## src/rtl/pwm_meas_multi.sv

```systemverilog
// Multi-channel PWM pulse-width meter: synchronise, deglitch, then time high/low segments
// per channel with optional power-of-two averaging, stuck-line detection and update strobes.
module pwm_meas_multi #(
    parameter int              NUM_CH      = 4,
    parameter int              CNT_W       = 32,
    parameter int              SYNC_STAGES = 2,
    parameter int              FILT_CYC    = 3,
    parameter int              AVG_LOG2    = 0,
    parameter longint unsigned TIMEOUT     = 64'd16777216
) (
    input  logic                    ref_clk,
    input  logic                    reset,
    input  logic                    clear,
    input  logic [NUM_CH-1:0]       pulse,
    output logic [NUM_CH*CNT_W-1:0] hi_time,
    output logic [NUM_CH*CNT_W-1:0] lo_time,
    output logic [NUM_CH-1:0]       valid,
    output logic [NUM_CH-1:0]       stuck,
    output logic [NUM_CH-1:0]       level,
    output logic [NUM_CH-1:0]       update
);

    typedef enum logic [1:0] {ST_IDLE, ST_PARTIAL, ST_MEASURE, ST_STUCK} ch_state_e;

    localparam int              ACC_W     = CNT_W + AVG_LOG2;
    localparam int              SC_W      = AVG_LOG2 + 1;
    localparam int              FC_W      = $clog2(FILT_CYC + 1);
    localparam logic [SC_W-1:0] SC_LAST   = SC_W'((1 << AVG_LOG2) - 1);
    localparam logic [63:0]     TIMEOUT_L = 64'(TIMEOUT);

    for (genvar n = 0; n < NUM_CH; n++) begin : g_ch
        logic [SYNC_STAGES-1:0] sync_q;
        logic [FC_W-1:0]        fcnt_q;
        logic                   filt_q, level_q, prev_q;
        ch_state_e              state_q, state_d;
        logic [CNT_W-1:0]       timer_q, hi_q, lo_q, avg_val;
        logic [ACC_W-1:0]       acc_hi_q, acc_lo_q, acc_sel, acc_sum;
        logic [SC_W-1:0]        cnt_hi_q, cnt_lo_q, cnt_sel;
        logic                   sat_hi_q, sat_lo_q, pub_hi_q, pub_lo_q;
        logic                   valid_q, stuck_q, update_q;
        logic                   sync_out, edge_det, timed_out, seg_hi, seg_sat, win_sat;
        logic                   last_sample, sample_en, enter_stuck;

        // level_q trails filt_q by one cycle so the reported level lands SYNC_STAGES+FILT_CYC
        // cycles after the sampling edge; prev_q then marks the cycle after each level change.
        always_ff @(posedge ref_clk) begin
            if (reset) begin
                sync_q  <= '0;
                fcnt_q  <= '0;
                filt_q  <= 1'b0;
                level_q <= 1'b0;
                prev_q  <= 1'b0;
            end else begin
                sync_q <= {sync_q[SYNC_STAGES-2:0], pulse[n]};
                if (sync_out != filt_q) begin
                    if (fcnt_q == FC_W'(FILT_CYC - 1)) begin
                        filt_q <= sync_out;
                        fcnt_q <= '0;
                    end else begin
                        fcnt_q <= fcnt_q + 1'b1;
                    end
                end else begin
                    fcnt_q <= '0;
                end
                level_q <= filt_q;
                prev_q  <= level_q;
            end
        end

        assign sync_out    = sync_q[SYNC_STAGES-1];
        assign edge_det    = level_q != prev_q;
        assign timed_out   = (TIMEOUT_L != 64'd0) && (64'(timer_q) >= TIMEOUT_L);
        assign seg_hi      = prev_q;
        assign seg_sat     = timer_q == '1;
        assign acc_sel     = seg_hi ? acc_hi_q : acc_lo_q;
        assign cnt_sel     = seg_hi ? cnt_hi_q : cnt_lo_q;
        assign acc_sum     = acc_sel + ACC_W'(timer_q);
        assign last_sample = cnt_sel == SC_LAST;
        assign win_sat     = seg_sat | (seg_hi ? sat_hi_q : sat_lo_q);
        assign avg_val     = win_sat ? '1 : CNT_W'(acc_sum >> AVG_LOG2);

        // An edge always wins over a timeout in the same cycle.
        always_comb begin
            state_d     = state_q;
            sample_en   = 1'b0;
            enter_stuck = 1'b0;
            if (edge_det) begin
                case (state_q)
                    ST_IDLE:    state_d = ST_PARTIAL;
                    ST_PARTIAL: state_d = ST_MEASURE;
                    ST_MEASURE: begin
                        state_d   = ST_MEASURE;
                        sample_en = 1'b1;
                    end
                    default:    state_d = ST_PARTIAL;
                endcase
            end else if (timed_out && (state_q == ST_PARTIAL || state_q == ST_MEASURE)) begin
                state_d     = ST_STUCK;
                enter_stuck = 1'b1;
            end
        end

        always_ff @(posedge ref_clk) begin
            if (reset || clear) begin
                state_q  <= ST_IDLE;
                timer_q  <= '0;
                acc_hi_q <= '0;
                acc_lo_q <= '0;
                cnt_hi_q <= '0;
                cnt_lo_q <= '0;
                sat_hi_q <= 1'b0;
                sat_lo_q <= 1'b0;
                pub_hi_q <= 1'b0;
                pub_lo_q <= 1'b0;
                hi_q     <= '0;
                lo_q     <= '0;
                valid_q  <= 1'b0;
                stuck_q  <= 1'b0;
                update_q <= 1'b0;
            end else begin
                state_q  <= state_d;
                update_q <= 1'b0;
                if (edge_det) begin
                    timer_q <= CNT_W'(1);
                    stuck_q <= 1'b0;
                end else if (!seg_sat) begin
                    timer_q <= timer_q + 1'b1;
                end
                if (sample_en && seg_hi) begin
                    if (last_sample) begin
                        hi_q     <= avg_val;
                        acc_hi_q <= '0;
                        cnt_hi_q <= '0;
                        sat_hi_q <= 1'b0;
                        pub_hi_q <= 1'b1;
                        valid_q  <= pub_lo_q;
                        update_q <= 1'b1;
                    end else begin
                        acc_hi_q <= acc_sum;
                        cnt_hi_q <= cnt_hi_q + 1'b1;
                        sat_hi_q <= win_sat;
                    end
                end
                if (sample_en && !seg_hi) begin
                    if (last_sample) begin
                        lo_q     <= avg_val;
                        acc_lo_q <= '0;
                        cnt_lo_q <= '0;
                        sat_lo_q <= 1'b0;
                        pub_lo_q <= 1'b1;
                        valid_q  <= pub_hi_q;
                        update_q <= 1'b1;
                    end else begin
                        acc_lo_q <= acc_sum;
                        cnt_lo_q <= cnt_lo_q + 1'b1;
                        sat_lo_q <= win_sat;
                    end
                end
                if (enter_stuck) begin
                    acc_hi_q <= '0;
                    acc_lo_q <= '0;
                    cnt_hi_q <= '0;
                    cnt_lo_q <= '0;
                    sat_hi_q <= 1'b0;
                    sat_lo_q <= 1'b0;
                    pub_hi_q <= 1'b0;
                    pub_lo_q <= 1'b0;
                    valid_q  <= 1'b0;
                    stuck_q  <= 1'b1;
                    update_q <= 1'b1;
                    hi_q     <= level_q ? '1 : '0;
                    lo_q     <= level_q ? '0 : '1;
                end
            end
        end

        assign hi_time[n*CNT_W +: CNT_W] = hi_q;
        assign lo_time[n*CNT_W +: CNT_W] = lo_q;
        assign valid[n]  = valid_q;
        assign stuck[n]  = stuck_q;
        assign level[n]  = level_q;
        assign update[n] = update_q;
    end

endmodule

```

## config.mk

```make
export PLATFORM = sky130hd
export DESIGN_NAME = pwm_meas_multi
export DESIGN_NICKNAME = d
export VERILOG_FILES = /design/src/rtl/pwm_meas_multi.sv
export SDC_FILE = /design/constraint.sdc
export NUM_CORES = 2
export LEC_CHECK = 0
export CORE_MARGIN = 2
export CORE_UTILIZATION = 40
export DETAILED_ROUTE_END_ITERATION = 8
export GPL_TIMING_DRIVEN = 0
export HOLD_SLACK_MARGIN = 0.15
export SETUP_SLACK_MARGIN = 0.05
export SLEW_MARGIN = 20
export SYNTH_ARGS = -nofsm -noshare
export SYNTH_HDL_FRONTEND = slang
export SYNTH_SLANG_ARGS = --single-unit
```

## constraint.sdc

```tcl
create_clock -name ref_clk -period 4.8 [get_ports ref_clk]
set_input_delay 0.96 -clock ref_clk [delete_from_list [all_inputs] [get_ports ref_clk]]
set_output_delay 0.96 -clock ref_clk [all_outputs]
set_load 0.005 [all_outputs]
```

==> results.cfg <==
[setup_path]
critical-path-slowest-cell = dfxtp_1
critical_path_class = flip-flop to flip-flop
cp.required_ns = 5.29
critPathArrivalTime_ns = 5.08
path_cells = clkbuf_2 > buf_2 > clkbuf_2 > mux2_2 > ha_1 > a211o_1 > a2111oi_4 > o31ai_2 > a31oi_2 > a21oi_2 > a211o_4 > a31oi_4 > xor2_2 > a21oi_1
crit_path_start_kind = flip-flop
critPathMaxFanout = 10
cpPeakStageDelay_ns = 0.43
crit_top_cell = clkbuf_2
end_kind = flip-flop

[run_status]
status = finished clean

[placement]
port_buffers = 278
pre_cts_slack_ns = -0.4589
place_hpwl_um = 79530
routabilityCongestion = 0.9297

[global_routing]
grt_pass1_wl_um = 165000
grt_max_degree = 20
overflow = 0
grt_usage = 0.2413
grt_pass1_vias = 28460
antenna_found_initial = 2

[layout]
num_antenna_cells = 0
fin_nets = 4535
drive_above_1_share = 0.08256
area_growth_pct = 20.81

[timing]
setup_viol = 0
slew_headroom = 0.2284
timing.fmax_mhz = 217.8
fin_ws_ns = 0.2081
final.period_utilization = 0.9567
rsz0062_at_grt = false
layout_min_cycle_time_ns = 4.592
clock_skew_ns = 0.01554
hold_violations = 0
slew_violations = 0
worst_pin_slew_ns = 1.149

[floorplanning]
initial_utilization = 0.4039
die-area_um2 = 86710
fp.dieH_um = 294.5
die_w_um = 294.5
ios = 279
coreArea_um2 = 83560
rows = 106

[detailed_routing]
wl_per_cell_um = 19.40
num_vias = 30101
first_pass_iters = 6
wl_um = 107200
avgViaCountPerCell = 5.448
post-route-drc-count = 0
drtAntennaViolNets = 0
detail_route.iter0.violations = 2152

[synthesis]
yosysTopAreaCell = dfxtp_1
synth_area_leaders = dfxtp_1 (42%), a21oi_1 (8.0%), o21ai_0 (7.4%)
syn_area_um2 = 33750
synth.most_common_cell = dfxtp_1
synth_nets = 4172
ys_types = 86
synthArstFlopShare = 0
synth_ff_type = dfxtp_1
synth.top_cells.by_count = dfxtp_1 (712), a21oi_1 (540), o21ai_0 (497), nand2_1 (480), nor2_1 (294)
synth_edf_count = 0
ys.warnings.count = 0
synth.yosys.seq_area_share = 0.4224
syn_avg_cell_area_um2 = 8.393
syn_inst = 4021
synth_top_area_frac = 0.4224
ys_ff_latch = 712

[clocking]
cts_tree = yes
htree_levels = 3
cts.path.max_buffers = 3
root_buffer = clkbuf_16
numCtsBuffers = 81
hold_buffers = 0
cts.sinks = 712
clk_pin_slew_ns = 0.06
clock_latency_ns = 0.63

[pwr]
power_mw = 12.63
p_leak_nw = 15.41
peakVddDrop_uv = 225.5
power_density_nw_per_um2 = 309.7

[worst_hold_path]
holdCritPathClass = flip-flop to flip-flop

[flow_run]
maxCapViolations = 0
[per-stage QoR]
step	instances	TNS (ns)	area [um^2]	util	hold slack (ns)
after global routing	5525	0	40770	0.4880	0.4257
after detailed placement	5380	-42.48	37900	0.4536	0.4044
after global placement	5379	-89.00	37880	0.4534	0.4013
after CTS	5523	0	40720	0.4874	0.4123
final	5525	0	40770	0.4880	0.4078
after floorplan	4021	0	33750	-	0.3912
[critical path, delay by kind of cell (launching register included)]
family                   cells  cell delay [ns]
XOR/XNOR                     1             0.29
adder cells (fa/ha/maj)      1             0.35
buffers and inverters        3             0.92
AO/OA/AOI/OAI                8             2.07
flip-flops                   1             0.43
multiplexers                 1             0.39
[cell usage in the layout (no fill, tap or decap), drive strengths merged, types with 8 or more instances in the layout]
master	count
nand2	481
a211o	10
or2	13
inv	65
a31oi	20
and3	31
mux2	128
a21o	84
clkdlybuf4s50	278
bufinv	8
a22oi	8
nor4	17
mux2i	22
clkbuf	300
buf	46
or3	26
o21bai	16
nor2b	45
o21a	24
xor2	126
nand4	50
xnor2	103
dfxtp	712
and4	8
nor2	294
nand3	104
o221a	10
a21oi	541
nor3	61
and2	48
ha	140
o21ai	508
clkinv	15
a211oi	15
[layer usage]
metal  up-vias  routed length (um)  global-route usage
li1      14889                   -                   -
met4         4                2948             0.07765
met5         -                  30                   0
met1     14221               50220              0.3329
met2       818               47130              0.3793
met3       169                6828             0.04487
[final cells by class]
class	count	area (um^2)
fill	8199	42780
clock inverter	30	382.9
sequential	712	14250
timing repair buffer	281	2809
buffer	229	952.2
multi-input combinational	3017	18370
inverter	62	232.7
tap	1080	1351
clock buffer	114	2417
[flip-flops by register name (all words and copies together), names as in the netlist, 8 cells and up]
signal and flops:
g_ch.hi_q 128, g_ch.sync_q 8, g_ch.timer_q 128, g_ch.fcnt_q 8, g_ch.acc_hi_q 128, g_ch.acc_lo_q 128, g_ch.state_q 8, g_ch.lo_q 128
[report_power, final]
part           internal, mW  switching (mW)  total [mW]
clock network          3.94            2.58        6.52
logic                0.0358           0.151       0.187
registers              5.92         0.00696        5.92
[timing repair]
item                                    CTS  global route
pin swaps                                 0             2
gates resized for setup                  13            12
endpoints found under the setup margin  170            75
buffers inserted                          0             2
[worst paths after layout]
path,startpoint,cells past startpoint,endpoint,slack (ns)
max,g_ch[3].prev_q$_SDFF_PP0_,14,g_ch[3].hi_q[26]$_SDFFE_PP0P_,0.21
min,g_ch[2].fcnt_q[0]$_SDFF_PP0_,1,g_ch[2].fcnt_q[0]$_SDFF_PP0_,0.41
max reg2reg,g_ch[3].prev_q$_SDFF_PP0_,14,g_ch[3].hi_q[26]$_SDFFE_PP0P_,0.21
min reg2reg,g_ch[2].fcnt_q[0]$_SDFF_PP0_,1,g_ch[2].fcnt_q[0]$_SDFF_PP0_,0.41
[cells by family after synthesis]
| group | count (synthesis) | share of synthesized area |
|---|---|---|
| AO/OA/AOI/OAI | 1300 | 0.2189 |
| AND/OR/NAND/NOR | 1194 | 0.1603 |
| flip-flops | 712 | 0.4224 |
| buffers and inverters | 292 | 0.03478 |
| XOR/XNOR | 229 | 0.06010 |
| multiplexers | 150 | 0.04924 |
| adder cells (fa/ha/maj) | 144 | 0.05428 |
No activity file was read; power rests on OpenSTA's default activity.
